===== config.mk =====
export PLATFORM = sky130hd
export DESIGN_NAME = elevator_ctrl_nfloor
export DESIGN_NICKNAME = d
export VERILOG_FILES = /design/src/rtl/elevator_ctrl_nfloor.sv
export SDC_FILE = /design/constraint.sdc
export NUM_CORES = 1
export LEC_CHECK = 0
export ABC_CLOCK_PERIOD_IN_PS = 6350
export BUFFER_PORTS_ARGS = -buffer_cell sky130_fd_sc_hd__buf_2
export CORE_MARGIN = 5
export CORE_UTILIZATION = 58
export CTS_CLUSTER_SIZE = 12
export DETAILED_ROUTE_END_ITERATION = 10
export PLACE_DENSITY = 0.83
export REMOVE_ABC_BUFFERS = 1
export SYNTH_ARGS = -nofsm -noshare
export SYNTH_HDL_FRONTEND = slang
export SYNTH_SLANG_ARGS = --single-unit

===== constraint.sdc =====
create_clock -name clk_i -period 6.35 [get_ports clk_i]
set_input_delay 0.9525 -clock clk_i [delete_from_list [all_inputs] [get_ports clk_i]]
set_output_delay 0.9525 -clock clk_i [all_outputs]
set_load 0.01 [all_outputs]

===== src/rtl/elevator_ctrl_nfloor.sv =====
// rtl/elevator_ctrl_nfloor.sv - N-floor elevator controller with latched calls, SCAN service, timed travel and door
module elevator_ctrl_nfloor #(
  parameter int NB_FLOORS     = 4,
  parameter int TRAVEL_CYCLES = 2,
  parameter int DOOR_CYCLES   = 3,
  parameter int ERRNO         = 0
) (
  input  logic                 clk_i,
  input  logic                 rst_i,
  input  logic [NB_FLOORS-1:0] call_i,
  output logic                 open_o,
  output logic [NB_FLOORS-1:0] floor_o,
  output logic                 moving_o,
  output logic                 up_o,
  output logic [NB_FLOORS-1:0] pending_o
);

  localparam int TW = $clog2(TRAVEL_CYCLES + 1);
  localparam int DW = $clog2(DOOR_CYCLES + 1);
  localparam logic [TW-1:0]        TRAVEL_LAST = TW'(TRAVEL_CYCLES - 1);
  localparam logic [DW-1:0]        DOOR_LAST   = DW'(DOOR_CYCLES - 1);
  localparam logic [NB_FLOORS-1:0] FLOOR_0     = NB_FLOORS'(1);

  typedef enum logic [1:0] {S_IDLE, S_MOVING, S_DOOR_OPEN} state_t;

  state_t               r_state, w_next_state;
  logic [NB_FLOORS-1:0] r_floor, w_next_floor;
  logic [NB_FLOORS-1:0] r_pending, w_next_pending;
  logic                 r_up, w_next_up;
  logic [TW-1:0]        r_travel_cnt, w_next_travel_cnt;
  logic [DW-1:0]        r_door_cnt, w_next_door_cnt;

  // Floor masks relative to the current floor and to the neighbour in the travel direction.
  // Subtracting one from a one-hot floor yields all floors strictly below it.
  logic [NB_FLOORS-1:0] w_step_floor;
  logic [NB_FLOORS-1:0] w_below_cur, w_above_cur, w_below_step, w_above_step;
  logic                 w_req_here, w_req_ahead, w_req_behind;
  logic                 w_step_req, w_step_beyond, w_recall;

  assign w_step_floor  = r_up ? (r_floor << 1) : (r_floor >> 1);
  assign w_below_cur   = r_floor - FLOOR_0;
  assign w_above_cur   = ~(w_below_cur | r_floor);
  assign w_below_step  = w_step_floor - FLOOR_0;
  assign w_above_step  = ~(w_below_step | w_step_floor);

  assign w_req_here    = |(r_pending & r_floor);
  assign w_req_ahead   = |(r_pending & (r_up ? w_above_cur : w_below_cur));
  assign w_req_behind  = |(r_pending & (r_up ? w_below_cur : w_above_cur));
  assign w_step_req    = |(r_pending & w_step_floor);
  assign w_step_beyond = |(r_pending & (r_up ? w_above_step : w_below_step));
  // Nonzero ERRNO values select verification mutants; 1 disables the door re-open on a local call.
  assign w_recall      = (|(call_i & r_floor)) && (ERRNO != 1);

  // State register: all controller state, asynchronously returned to ground floor idle.
  always_ff @(posedge clk_i or posedge rst_i) begin
    if (rst_i) begin
      r_state      <= S_IDLE;
      r_floor      <= FLOOR_0;
      r_pending    <= '0;
      r_up         <= 1'b1;
      r_travel_cnt <= '0;
      r_door_cnt   <= '0;
    end else begin
      r_state      <= w_next_state;
      r_floor      <= w_next_floor;
      r_pending    <= w_next_pending;
      r_up         <= w_next_up;
      r_travel_cnt <= w_next_travel_cnt;
      r_door_cnt   <= w_next_door_cnt;
    end
  end

  // Next-state logic: SCAN decision in idle, per-floor travel timer, restartable door timer, request latch.
  always_comb begin
    w_next_state      = r_state;
    w_next_floor      = r_floor;
    w_next_up         = r_up;
    w_next_travel_cnt = r_travel_cnt;
    w_next_door_cnt   = r_door_cnt;
    case (r_state)
      S_IDLE: begin
        if (w_req_here) begin
          w_next_state    = S_DOOR_OPEN;
          w_next_door_cnt = '0;
        end else if (w_req_ahead) begin
          w_next_state      = S_MOVING;
          w_next_travel_cnt = '0;
        end else if (w_req_behind) begin
          w_next_up         = ~r_up;
          w_next_state      = S_MOVING;
          w_next_travel_cnt = '0;
        end
      end
      S_MOVING: begin
        if (r_travel_cnt == TRAVEL_LAST) begin
          w_next_floor      = w_step_floor;
          w_next_travel_cnt = '0;
          if (w_step_req || !w_step_beyond) w_next_state = S_IDLE;
        end else begin
          w_next_travel_cnt = r_travel_cnt + 1'b1;
        end
      end
      S_DOOR_OPEN: begin
        if (w_recall) begin
          w_next_door_cnt = '0;
        end else if (r_door_cnt == DOOR_LAST) begin
          w_next_state = S_IDLE;
        end else begin
          w_next_door_cnt = r_door_cnt + 1'b1;
        end
      end
      default: w_next_state = S_IDLE;
    endcase
    // The current floor's request is served by an open door, so it is dropped on entry and never latched while open.
    w_next_pending = r_pending | call_i;
    if (r_state == S_DOOR_OPEN || w_next_state == S_DOOR_OPEN) begin
      w_next_pending = w_next_pending & ~r_floor;
    end
  end

  // Output decode: every output is a direct function of registered state.
  always_comb begin
    open_o    = (r_state == S_DOOR_OPEN);
    moving_o  = (r_state == S_MOVING);
    floor_o   = r_floor;
    up_o      = r_up;
    pending_o = r_pending;
  end

endmodule

==> summary.txt, run 1 <==
Synth
  • Cell taking the most area after synthesis: dfrtp_1
  • Avg Inst Size Synth: approximately 9.0 sq um
  • Register bit total from synthesis: 15
  • Cells after synthesis: 110
  • Cell Area, Synth: 988.4 sq um
  • Main synth FF type: dfrtp_1
  • Post-synth top cells: 14 x inv_1, 13 x dfrtp_1, 12 x nand2_1, 9 x a21oi_1, 9 x ha_1
  • Synth warn: 0
  • Top cell type's share of synthesized area: 0.3291
  • Ranking of synthesized cells by area: dfrtp_1 33%, ha_1 11%, dfstp_2 5.3%
  • Synth cell types: 34
  • Fraction of registers with async set/reset: 1.000
  • Register area share after synthesis: 0.3823
  • Number of synthesized flops with an enable pin: 0
  • Cell with the most instances after synthesis: inv_1

Route
  • Drt pass-1 iters: 4
  • DR vias/cell: between 6 and 7
  • DR iter-0 viols: 30
  • Vias post-DR: 866
  • DRT antenna net count: 0
  • Routed wire length: around 2200 um
  • Post-DR wirelength/cell: ~15 um
  • DRC Markers: 0

STA
  • Final Hold Fails: 0
  • Fin crit period: 2.367 ns
  • Unrepaired setup endpoints after global routing: false
  • Worst slew margin: 0.6081
  • Max Slew Vio Count: 0
  • Worst slew pin tran: 0.5878 ns
  • Fmax: 0.4225 GHz
  • Crit share post-route: 0.3728
  • Final setup violation count: 0
  • Setup TNS: 0 ns
  • WHS: about 0.54 ns
  • Clock skew: roughly 0.014 ns

Power and ir drop
  • P per Cell Area: 451.6 nW/um^2
  • Max rail drop VDD: 0.0002465 V
  • Tot Pwr: ~490 uW
  • Leakage: about 0.53 nW

Clocking
  • Worst-skew pair later-pin latency: slightly below 0.3 ns
  • Clk buf depth: 2
  • Root Driver: clkbuf_4
  • CTS tree: done
  • Clock buffer count from CTS: 3
  • Clock-pin slew of the registers on the worst-case setup and hold paths: approximately 0.10 ns
  • CTS sink count: 15
  • Hold-fix buffers at CTS: 0
  • Post-CTS setup buffers: 0
  • H-Tree Depth: 1
  • # resized after CTS: 0

Floorplanning
  • Core Rows: 15
  • Initial core utilization: 0.5918
  • Total I/O pin count: 17
  • Die height: just over 50 um
  • Core box area: ~1700 sq um
  • Die area: 2630 sq um
  • Die Width: between 50 and 60 um

Global routing
  • Total Routing Usage GR: 0.1793
  • Largest net degree at the start of global routing: 16
  • First-pass GRT wire length: between 3000 and 4000 um
  • Vias in the first global route: 779
  • Total grt overflow: 0
  • Antenna violations before repair: 0

Run status
  • Status: completed

Worst setup path
  • CP Data Required Time: about 6.5 ns
  • R2R depth: 9
  • Startpoint class of the critical path: flop
  • Crit-path max FO: 14
  • Crit. End Element: flop
  • WS Path Type: flop to flop
  • Worst Path Arrival: ~2.5 ns

Finish
  • P&R area growth vs syn: 10.25%
  • Layout cells sized above 1: 0.2143
  • Fill cells: around 140
  • Antenna Cells: 0
  • Core Util, Final: 0.6524
  • Finished Layout Cells: between 100 and 150
  • Final Net Count: between 100 and 150

Flow run
  • Max cap viols: 0

Placement
  • Placed cells: between 100 and 150
  • Hpwl dp: approximately 1600 um
  • IO Port Bufs: 16
  • GP Congestion: ~0.8

Hold path
  • Hold path depth: 1
  • Worst Hold Class: flop to flop
==> stage by stage <==
stage          instance area (sq um)  setup slack [ns]
3_5_place_dp                    1062             4.016
3_3_place_gp                    1062             4.081
6_report                        1090             3.983
4_1_cts                         1090             3.998
2_1_floorplan                  960.9             4.117
5_1_grt                         1090             3.917
==> final timing paths <==
path | start | to | slack (ns)
min | r_travel_cnt[1]$_DFFE_PP0P_ | r_travel_cnt[1]$_DFFE_PP0P_ | 0.54
max | up_o$_DFFE_PP1P_ | r_state[0]$_DFF_PP0_ | 3.98
min reg2reg | r_travel_cnt[1]$_DFFE_PP0P_ | r_travel_cnt[1]$_DFFE_PP0P_ | 0.54
min in group asynchronous | rst_i | r_travel_cnt[1]$_DFFE_PP0P_ | 0.69
max reg2reg | up_o$_DFFE_PP1P_ | r_state[0]$_DFF_PP0_ | 3.98
max in group asynchronous | rst_i | pending_o[0]$_DFF_PP0_ | 5.27
==> final cells by class <==
class | count | area [sq um] | share of cell area
inverters | 14 | 52.55 | 0.04822
flip-flops and latches | 15 | 377.9 | 0.3467
clock inverters | 1 | 5.005 | 0.004592
clock buffers | 3 | 22.52 | 0.02067
well taps | 17 | 21.27 | 0.01952
multi-input cells | 77 | 530.5 | 0.4868
repair buffers | 16 | 80.08 | 0.07348
==> critical path, stage by stage (launching register included) <==
cell and delay [ns]:
dfstp_2 0.67, mux2_2 0.40, inv_1 0.09, ha_1 0.13, inv_1 0.04, ha_1 0.26
mux2_2 0.26, a32oi_1 0.14, o211a_1 0.17, o211ai_1 0.08
==> flip-flops by register name, indices dropped and copies added, names as in the netlist <==
name,cells
floor_o,4
pending_o,4
r_door_cnt,2
r_state,2
r_travel_cnt,2
up_o,1
==> power breakdown <==
group | switching, mW | internal [mW]
combinational | 0.142 | 0.116
sequential | 0.0491 | 0.129
clock | 0.0322 | 0.0234
==> cells by family after synthesis <==
| group | after synthesis | share of synthesized area |
|---|---|---|
| and+or+nand+nor | 34 | 0.1760 |
| AOI/OAI and AO/OA | 31 | 0.2139 |
| buffers and inverters | 18 | 0.08101 |
| DFF | 15 | 0.3823 |
| adders and majority gates | 9 | 0.1139 |
| muxes | 3 | 0.03291 |
==> placed cells by master, fill, tap and decap left out, drive strengths merged, types with 2 or more instances in the layout <==
| cell | instances |
|---|---|
| nand3 | 2 |
| a21oi | 10 |
| ha | 9 |
| mux2 | 2 |
| o211a | 2 |
| and2 | 2 |
| nor2b | 3 |
| o21ai | 7 |
| dfrtp | 13 |
| o2111ai | 2 |
| inv | 14 |
| a22oi | 4 |
| buf | 16 |
| nand2b | 5 |
| nor2 | 5 |
| dfstp | 2 |
| nand2 | 12 |
| clkbuf | 3 |
| a32oi | 2 |
==> layer usage <==
layer	track usage	vias up	share of wire
li1	-	417	-
met1	0.2186	402	0.42
met2	0.3026	40	0.48
met3	0.04665	7	0.081
met4	0.06550	0	0.022
met5	0	-	0
(Power assumes the default switching activity.)
==> inputs of run 2 (changes only) <==
--- a/config.mk
+++ b/config.mk
@@ -5,13 +5,14 @@
 export SDC_FILE = /design/constraint.sdc
 export NUM_CORES = 1
 export LEC_CHECK = 0
-export ABC_CLOCK_PERIOD_IN_PS = 6350
+export ABC_AREA = 1
+export ABC_CLOCK_PERIOD_IN_PS = 2500
 export BUFFER_PORTS_ARGS = -buffer_cell sky130_fd_sc_hd__buf_2
 export CORE_MARGIN = 5
-export CORE_UTILIZATION = 58
+export CORE_UTILIZATION = 56
 export CTS_CLUSTER_SIZE = 12
 export DETAILED_ROUTE_END_ITERATION = 10
-export PLACE_DENSITY = 0.83
+export PLACE_DENSITY = 0.79
 export REMOVE_ABC_BUFFERS = 1
 export SYNTH_ARGS = -nofsm -noshare
 export SYNTH_HDL_FRONTEND = slang
==> constraint.sdc (replaced) <==
create_clock -name clk_i -period 2.5 [get_ports clk_i]
set_input_delay 0.375 -clock clk_i [delete_from_list [all_inputs] [get_ports clk_i]]
set_output_delay 0.375 -clock clk_i [all_outputs]
set_load 0.01 [all_outputs]
==> run 2 against run 1 <==
- final cell count increased by 57%
- utilization is 3.3 points lower
- count of clock-buffer cells in the layout grew 1
- non-clock buffer count rose by 1
- critical endpoint unchanged
==> summary.txt, run 2 <==
Placement
  • GP Congestion: 0.9550 (+20%)
  • Hpwl dp: 2170 um (+36%)
  • IO Port Bufs: 16 (unchanged)
  • Placed cells: 220 (+58%)
  • DP Worst Slack: 0.4949 ns (-3.521 ns)

Clocking
  • Root Driver: clkbuf_4
  • # resized after CTS: 0 (unchanged)
  • CTS tree: done
  • Hold-fix buffers at CTS: 0 (unchanged)
  • Post-CTS setup buffers: 0 (unchanged)
  • Clock buffer count from CTS: 3 (unchanged)
  • CTS sink count: 15 (unchanged)
  • Worst-skew pair later-pin latency: 0.28 ns (about the same)
  • Clock-pin slew of the registers on the worst-case setup and hold paths: 0.08 ns (-0.02 ns)
  • H-Tree Depth: 1 (unchanged)
  • Clk buf depth: 2 (unchanged)

Synth
  • Register area share after synthesis: 0.3075 (-0.07474)
  • Post-synthesis mux area share: 0 (-0.03291)
  • Cell taking the most area after synthesis: dfrtp_1
  • Main combinational cell family by area after synthesis: simple AND/OR/NAND/NOR gates
  • Avg Inst Size Synth: 6.903 sq um (-23%)
  • Number of synthesized flops with an enable pin: 0 (unchanged)
  • Compound-cell area share of the yosys netlist: 0.04277 (-0.1712)
  • Post-synth top cells: 57 x nand2_1, 33 x inv_1, 19 x nand3_1, 13 x dfrtp_1, 11 x nor2_1
  • Cells after synthesis: 178 (+62%)
  • Adder-cell share of the synthesized area: 0.09165 (-0.02227)
  • Register bit total from synthesis: 15 (unchanged)
  • Top cell type's share of synthesized area: 0.2648 (-0.06435)
  • Fraction of registers with async set/reset: 1.000 (unchanged)
  • Synth Area in Simple Gates: 0.4104 (+0.2344)
  • Main synth FF type: dfrtp_1
  • Synth warn: 0 (unchanged)
  • Synth cell types: 21 (-38%)
  • Cell with the most instances after synthesis: nand2_1
  • Post-Synth XOR/XNOR Area: 0 (unchanged)
  • Ranking of synthesized cells by area: dfrtp_1 26%, nand2_1 17%, inv_1 10%
  • Cell Area, Synth: 1229 sq um (+24%)

Worst setup path
  • Startpoint class of the critical path: flop
  • Worst Path Arrival: 2.21 ns (-0.33 ns)
  • WS Path Type: flop to flop
  • Crit-path max FO: 7 (-7)
  • R2r endpoint: r_state[0]$_DFF_PP0_
  • R2R depth: 16 (+7)
  • Crit. End Element: flop
  • CP Data Required Time: 2.68 ns (-3.84 ns)
  • Reg2Reg Launch Point: floor_o[1]$_DFFE_PP0P_
  • R2r setup slk: 0.47 ns (-3.52 ns)

Finish
  • Final Net Count: 212 (+49%)
  • P&R area growth vs syn: 8.351%
  • Layout cells sized above 1: 0.1939 (-0.02041)
  • Fill cells: 223 (+58%)
  • Multi-input gate area: 669.4 sq um (+26%)
  • Finished Layout Cells: 224 (+57%)
  • Most frequent cells in the layout: 57 x nand2_1, 33 x inv_1, 19 x nand3_1
  • Antenna Cells: 0 (unchanged)
  • FF/Latch Area: 377.9 sq um (unchanged)
  • Most common cell after layout, fill and taps aside: nand2_1

Floorplanning
  • Total I/O pin count: 17 (unchanged)
  • Die Width: 56.84 um (+11%)
  • Die area: 3231 sq um (+23%)
  • Initial core utilization: 0.5719 (-0.01983)
  • Core Rows: 17 (+2)
  • Die height: 56.84 um (+11%)
  • Core box area: 2148 sq um (+29%)

Power and ir drop
  • Tot Pwr: 409.3 uW (-17%)
  • Max rail drop VDD: 0.0003114 V (+26%)
  • Leakage: 0.7748 nW (+46%)
  • P per Cell Area: 307.4 nW/um^2 (-32%)

Route
  • DR iter-0 viols: 34 (+13%)
  • Routed wire length: 2745 um (+27%)
  • DRT antenna net count: 0 (unchanged)
  • Drt pass-1 iters: 4 (unchanged)
  • Vias post-DR: 1149 (+33%)
  • DRC Markers: 0 (unchanged)
  • DR vias/cell: 5.129 (-15%)
  • Post-DR wirelength/cell: 12.25 um (-19%)

STA
  • Fmax: 0.4920 GHz (+16%)
  • Final Hold Fails: 0 (unchanged)
  • Worst slew pin tran: 0.5649 ns (-0.02292 ns)
  • Final setup violation count: 0 (unchanged)
  • Unrepaired setup endpoints after global routing: false
  • PnR worst setup slack: 0.4673 ns (-3.516 ns)
  • Worst slew margin: 0.6230 (+0.01487)
  • WHS: 0.1358 ns (-0.4040 ns)
  • Clock skew: 0.004613 ns (-0.009095 ns)
  • Fin crit period: 2.033 ns (-0.3344 ns)
  • Setup TNS: 0 ns (unchanged)
  • Crit share post-route: 0.8131 (+0.4403)
  • Max Slew Vio Count: 0 (unchanged)

Hold path
  • Worst Hold Class: primary input to async pin

Run status
  • Status: completed

Global routing
  • Total Routing Usage GR: 0.1851 (+0.005846)
  • Vias in the first global route: 1063 (+36%)
  • First-pass GRT wire length: 4733 um (+36%)
  • Antenna violations before repair: 0 (unchanged)
  • Total grt overflow: 0 (unchanged)
  • Largest net degree at the start of global routing: 16 (unchanged)

Flow run
  • Max cap viols: 0 (unchanged)
## run 2: routing by layer
metal	part of all wire	vias to the layer above	track usage
met1	0.46	528	0.2415
met2	0.48	27	0.3102
met4	0.014	0	0.06954
li1	-	590	-
met5	0	-	0
met3	0.038	4	0.02299
## run 2: critical path, cell delays in order (launching register included)
cell and delay (ns):
dfrtp_1 0.45, inv_1 0.18, nor2_1 0.23, inv_1 0.11
ha_1 0.20, inv_1 0.05, ha_1 0.21, inv_1 0.05
nand2_1 0.05, nand3_1 0.06, nand2_1 0.06, inv_1 0.05
nand2_1 0.04, nand2_1 0.05, nand2_1 0.04, nand3_1 0.06
nand2_1 0.05
## run 2: cell type report
cell class / instances / share of cell area
multi-input combinational: 126 / 0.5028
timing repair buffer: 17 / 0.06579
sequential: 15 / 0.2838
clock buffer: 4 / 0.01974
tap: 28 / 0.02632
inverter: 34 / 0.1015
## run 2: through the flow
stage,instance area (sq um),utilization
finish,1331,0.6197
global placement,1305,0.6075
global route,1331,0.6197
CTS,1331,0.6197
floorplan,1182,-
detailed placement,1305,0.6075
## run 2: how the worst max path moves through the flow
| stage | from | end | slack (ns) |
|---|---|---|---|
| 2_1_floorplan | up_o$_DFFE_PP1P_ | r_state[0]$_DFF_PP0_ | 0.52 |
| 3_3_place_gp | floor_o[1]$_DFFE_PP0P_ | r_state[0]$_DFF_PP0_ | 0.55 |
| 3_5_place_dp | up_o$_DFFE_PP1P_ | r_state[0]$_DFF_PP0_ | 0.49 |
| 4_1_cts | up_o$_DFFE_PP1P_ | r_state[0]$_DFF_PP0_ | 0.49 |
| 5_1_grt | floor_o[1]$_DFFE_PP0P_ | r_state[0]$_DFF_PP0_ | 0.28 |
| 6_report | floor_o[1]$_DFFE_PP0P_ | r_state[0]$_DFF_PP0_ | 0.47 |
## run 2: kinds of logic after synthesis
logic type                 after synthesis
DFF                                     15
buffers and inverters                   37
adders and majority gates                9
AOI/OAI and AO/OA                       10
and+or+nand+nor                        107
## run 2: power breakdown
group | leakage [nW] | total [mW] | internal (mW) | switching, mW
clock network | 0.0150 | 0.131 | 0.0619 | 0.0693
logic | 0.585 | 0.0290 | 0.00782 | 0.0212
registers | 0.174 | 0.249 | 0.246 | 0.00287
==> inputs of run 3 (changes only) <==
--- a/config.mk
+++ b/config.mk
@@ -5,14 +5,14 @@
 export SDC_FILE = /design/constraint.sdc
 export NUM_CORES = 1
 export LEC_CHECK = 0
-export ABC_AREA = 1
-export ABC_CLOCK_PERIOD_IN_PS = 2500
+export ABC_AREA = 0
+export ABC_CLOCK_PERIOD_IN_PS = 1800
 export BUFFER_PORTS_ARGS = -buffer_cell sky130_fd_sc_hd__buf_2
 export CORE_MARGIN = 5
-export CORE_UTILIZATION = 56
+export CORE_UTILIZATION = 49
 export CTS_CLUSTER_SIZE = 12
 export DETAILED_ROUTE_END_ITERATION = 10
-export PLACE_DENSITY = 0.79
+export PLACE_DENSITY = 0.75
 export REMOVE_ABC_BUFFERS = 1
 export SYNTH_ARGS = -nofsm -noshare
 export SYNTH_HDL_FRONTEND = slang
==> constraint.sdc (replaced) <==
create_clock -name clk_i -period 1.8 [get_ports clk_i]
set_input_delay 0.27 -clock clk_i [delete_from_list [all_inputs] [get_ports clk_i]]
set_output_delay 0.27 -clock clk_i [all_outputs]
set_load 0.01 [all_outputs]
==> run 3 against run 2 <==
- the flow now finishes with violations (negative setup slack)
- maximum frequency decreased by 3.6%
- via count decreased by 19%
- total power increased to 5.4 times the previous value
- final cell count decreased by 24%
- first-iteration DRC count decreased by 59%
- cell area increased by 0.38%
- clock power increased by 53%
- largest cell class unchanged
- highest routed layer unchanged
==> summary.txt, run 3 (synthesized netlist as in run 1, its figures left out) <==
Global routing
  • Largest net degree at the start of global routing: 16 (unchanged)
  • Antenna violations before repair: 0 (unchanged)
  • Total Routing Usage GR: 0.2019 (+0.01683)
  • Vias in the first global route: 953 (-10%)
  • Total grt overflow: 0 (unchanged)
  • First-pass GRT wire length: 4264 um (-9.9%)

STA
  • Setup TNS: -0.3093 ns (-0.3093 ns)
  • Worst slew margin: 0.6131 (-0.009883)
  • Clock skew: 0.002638 ns (-0.001975 ns)
  • Fin crit period: 2.109 ns (+0.07657 ns)
  • Final setup violation count: 1 (+1)
  • Worst slew pin tran: 0.5797 ns (+0.01481 ns)
  • Crit share post-route: 1.172 (+0.3587)
  • Fmax: 0.4741 GHz (-3.6%)
  • Final Hold Fails: 0 (unchanged)
  • PnR worst setup slack: -0.3093 ns (-0.7766 ns)
  • Max Slew Vio Count: 0 (unchanged)
  • Unrepaired setup endpoints after global routing: true

Clocking
  • Worst-skew pair later-pin latency: 0.29 ns (about the same)
  • Hold-fix buffers at CTS: 0 (unchanged)
  • CTS sink count: 15 (unchanged)
  • Clock buffer count from CTS: 3 (unchanged)
  • H-Tree Depth: 1 (unchanged)
  • CTS tree: done
  • Clk buf depth: 2 (unchanged)
  • Clock-pin slew of the registers on the worst-case setup and hold paths: 0.09 ns (about the same)
  • Root Driver: clkbuf_4

Worst setup path
  • Reg2Reg Launch Point: up_o$_DFFE_PP1P_
  • CP Data Required Time: 1.97 ns (-0.71 ns)
  • Worst Path Arrival: 2.28 ns (+0.07 ns)
  • Crit path cell chain: mux2_4 > inv_4 > ha_4 > inv_2 > ha_4 > mux2_4 > a32oi_1 > o211a_1 > o211ai_1
  • Worst setup startpoint: up_o$_DFFE_PP1P_
  • Crit. End Element: flop
  • CP max stage cell: dfstp_2
  • WS Path Type: flop to flop
  • Crit-path max FO: 2 (-5)
  • Startpoint class of the critical path: flop
  • Largest stage delay, worst path: 0.55 ns (+0.10 ns)

Floorplanning
  • Total I/O pin count: 17 (unchanged)
  • Die area: 3016 sq um (-6.7%)
  • Initial core utilization: 0.5090 (-0.06291)
  • Core Rows: 16 (-1)
  • Die Width: 54.92 um (-3.4%)
  • Die height: 54.92 um (-3.4%)
  • Core box area: 1942 sq um (-9.6%)

Placement
  • Placed inst area: 1187 sq um (-9.0%)
  • Hpwl dp: 1802 um (-17%)
  • DP Worst Slack: -0.3953 ns (-0.8902 ns)
  • GP Congestion: 0.8187 (-14%)
  • IO Port Bufs: 16 (unchanged)
  • Placed cells: 164 (-25%)

Hold path
  • Worst Hold Class: primary input to async pin

Finish
  • P&R area growth vs syn: 35.19%
  • Most frequent cells in the layout: 16 x buf_2, 16 x buf_4, 12 x dfrtp_1
  • Antenna Cells: 0 (unchanged)
  • Final Net Count: 159 (-25%)
  • Finished Layout Cells: 170 (-24%)
  • Core Util, Final: 0.6881 (+0.06846)
  • Layout cells sized above 1: 0.4266 (+0.2327)
  • Finished Cell Area: 1336 sq um (+0.38%)

Route
  • Post-DR wirelength/cell: 15.17 um (+24%)
  • DRC Markers: 0 (unchanged)
  • DR iter-0 viols: 14 (-59%)
  • DR vias/cell: 5.447 (+6.2%)
  • Drt pass-1 iters: 4 (unchanged)
  • Vias post-DR: 926 (-19%)
  • DRT antenna net count: 0 (unchanged)
  • Routed wire length: 2579 um (-6.0%)

Run status
  • Status: finished with violations
  • Failing checks: negative setup slack

Flow run
  • Max cap viols: 0 (unchanged)

Power and ir drop
  • Max rail drop VDD: 0.0009332 V (+200%)
  • P per Cell Area: 1651 nW/um^2 (+440%)
  • Leakage: 0.6223 nW (-20%)
-- run 3: cell types whose count changed in the layout (fill, tap and decap cells not counted), sizes merged, moves of 4 or more --
cell    previous run  this run
nand2             65        12
inv               34        14
nand3             22         2
buf               17        33
nor2              15         5
a21oi              4        10
nand2b             0         5
a22oi              0         4
-- run 3: metal layers --
metal / vias up / global-route usage / wire [um]
li1: 453 / - / -
met1: 441 / 0.2517 / 1173
met2: 23 / 0.3268 / 1238
met3: 9 / 0.04558 / 95
met4: 0 / 0.1012 / 72
met5: - / 0 / 0
-- run 3: timing repair --
action | in CTS | in global routing
endpoints found under the setup margin | 3 | 4
pin swaps | 6 | 7
setup buffers | 2 | 0
endpoints found under the hold margin | 0 | 0
resized for setup | 14 | 12
-- run 3: path summary, 6_finish.rpt --
path	to	slack, ns	depth (start not counted)
max	r_state[0]$_DFF_PP0_	-0.31	9
min	floor_o[3]$_DFFE_PP0P_	0.02	2
max reg2reg	r_state[0]$_DFF_PP0_	-0.31	9
min reg2reg	r_travel_cnt[1]$_DFFE_PP0P_	0.54	1
max in group asynchronous	floor_o[1]$_DFFE_PP0P_	1.37	2
min in group clk_i	pending_o[1]$_DFF_PP0_	0.25	3
-- run 3: metrics by stage --
stage	hold slack, ns	power (mW)
finish	0.02092	2.207
global route	0.08192	2.405
CTS	0.03958	2.054
detailed placement	0.3521	1.709
global placement	0.3456	1.654
floorplan	0.1700	1.263
-- run 3: critical path, delay by kind of cell, from the launching register on --
kind | cells | cell delay [ns]
multiplexers | 2 | 0.59
adder cells (fa/ha/maj) | 2 | 0.35
buffers and inverters | 2 | 0.11
AO/OA/AOI/OAI | 3 | 0.39
flip-flops | 1 | 0.55
-- run 3: cell type report --
type	instances	area, sq um
flip-flops and latches	15	379.1
clock buffers	4	26.28
fillers	170	605.6
multi-input cells	77	630.6
repair buffers	33	211.5
well taps	27	33.78
inverters	14	55.05
-- run 3: power by group --
| group | total (mW) | leakage, nW | internal (mW) | switching [mW] |
|---|---|---|---|---|
| registers | 0.566 | 0.175 | 0.456 | 0.110 |
| logic | 1.44 | 0.432 | 0.709 | 0.732 |
| clock network | 0.200 | 0.0150 | 0.0863 | 0.114 |
| total | 2.21 | 0.622 | 1.25 | 0.956 |
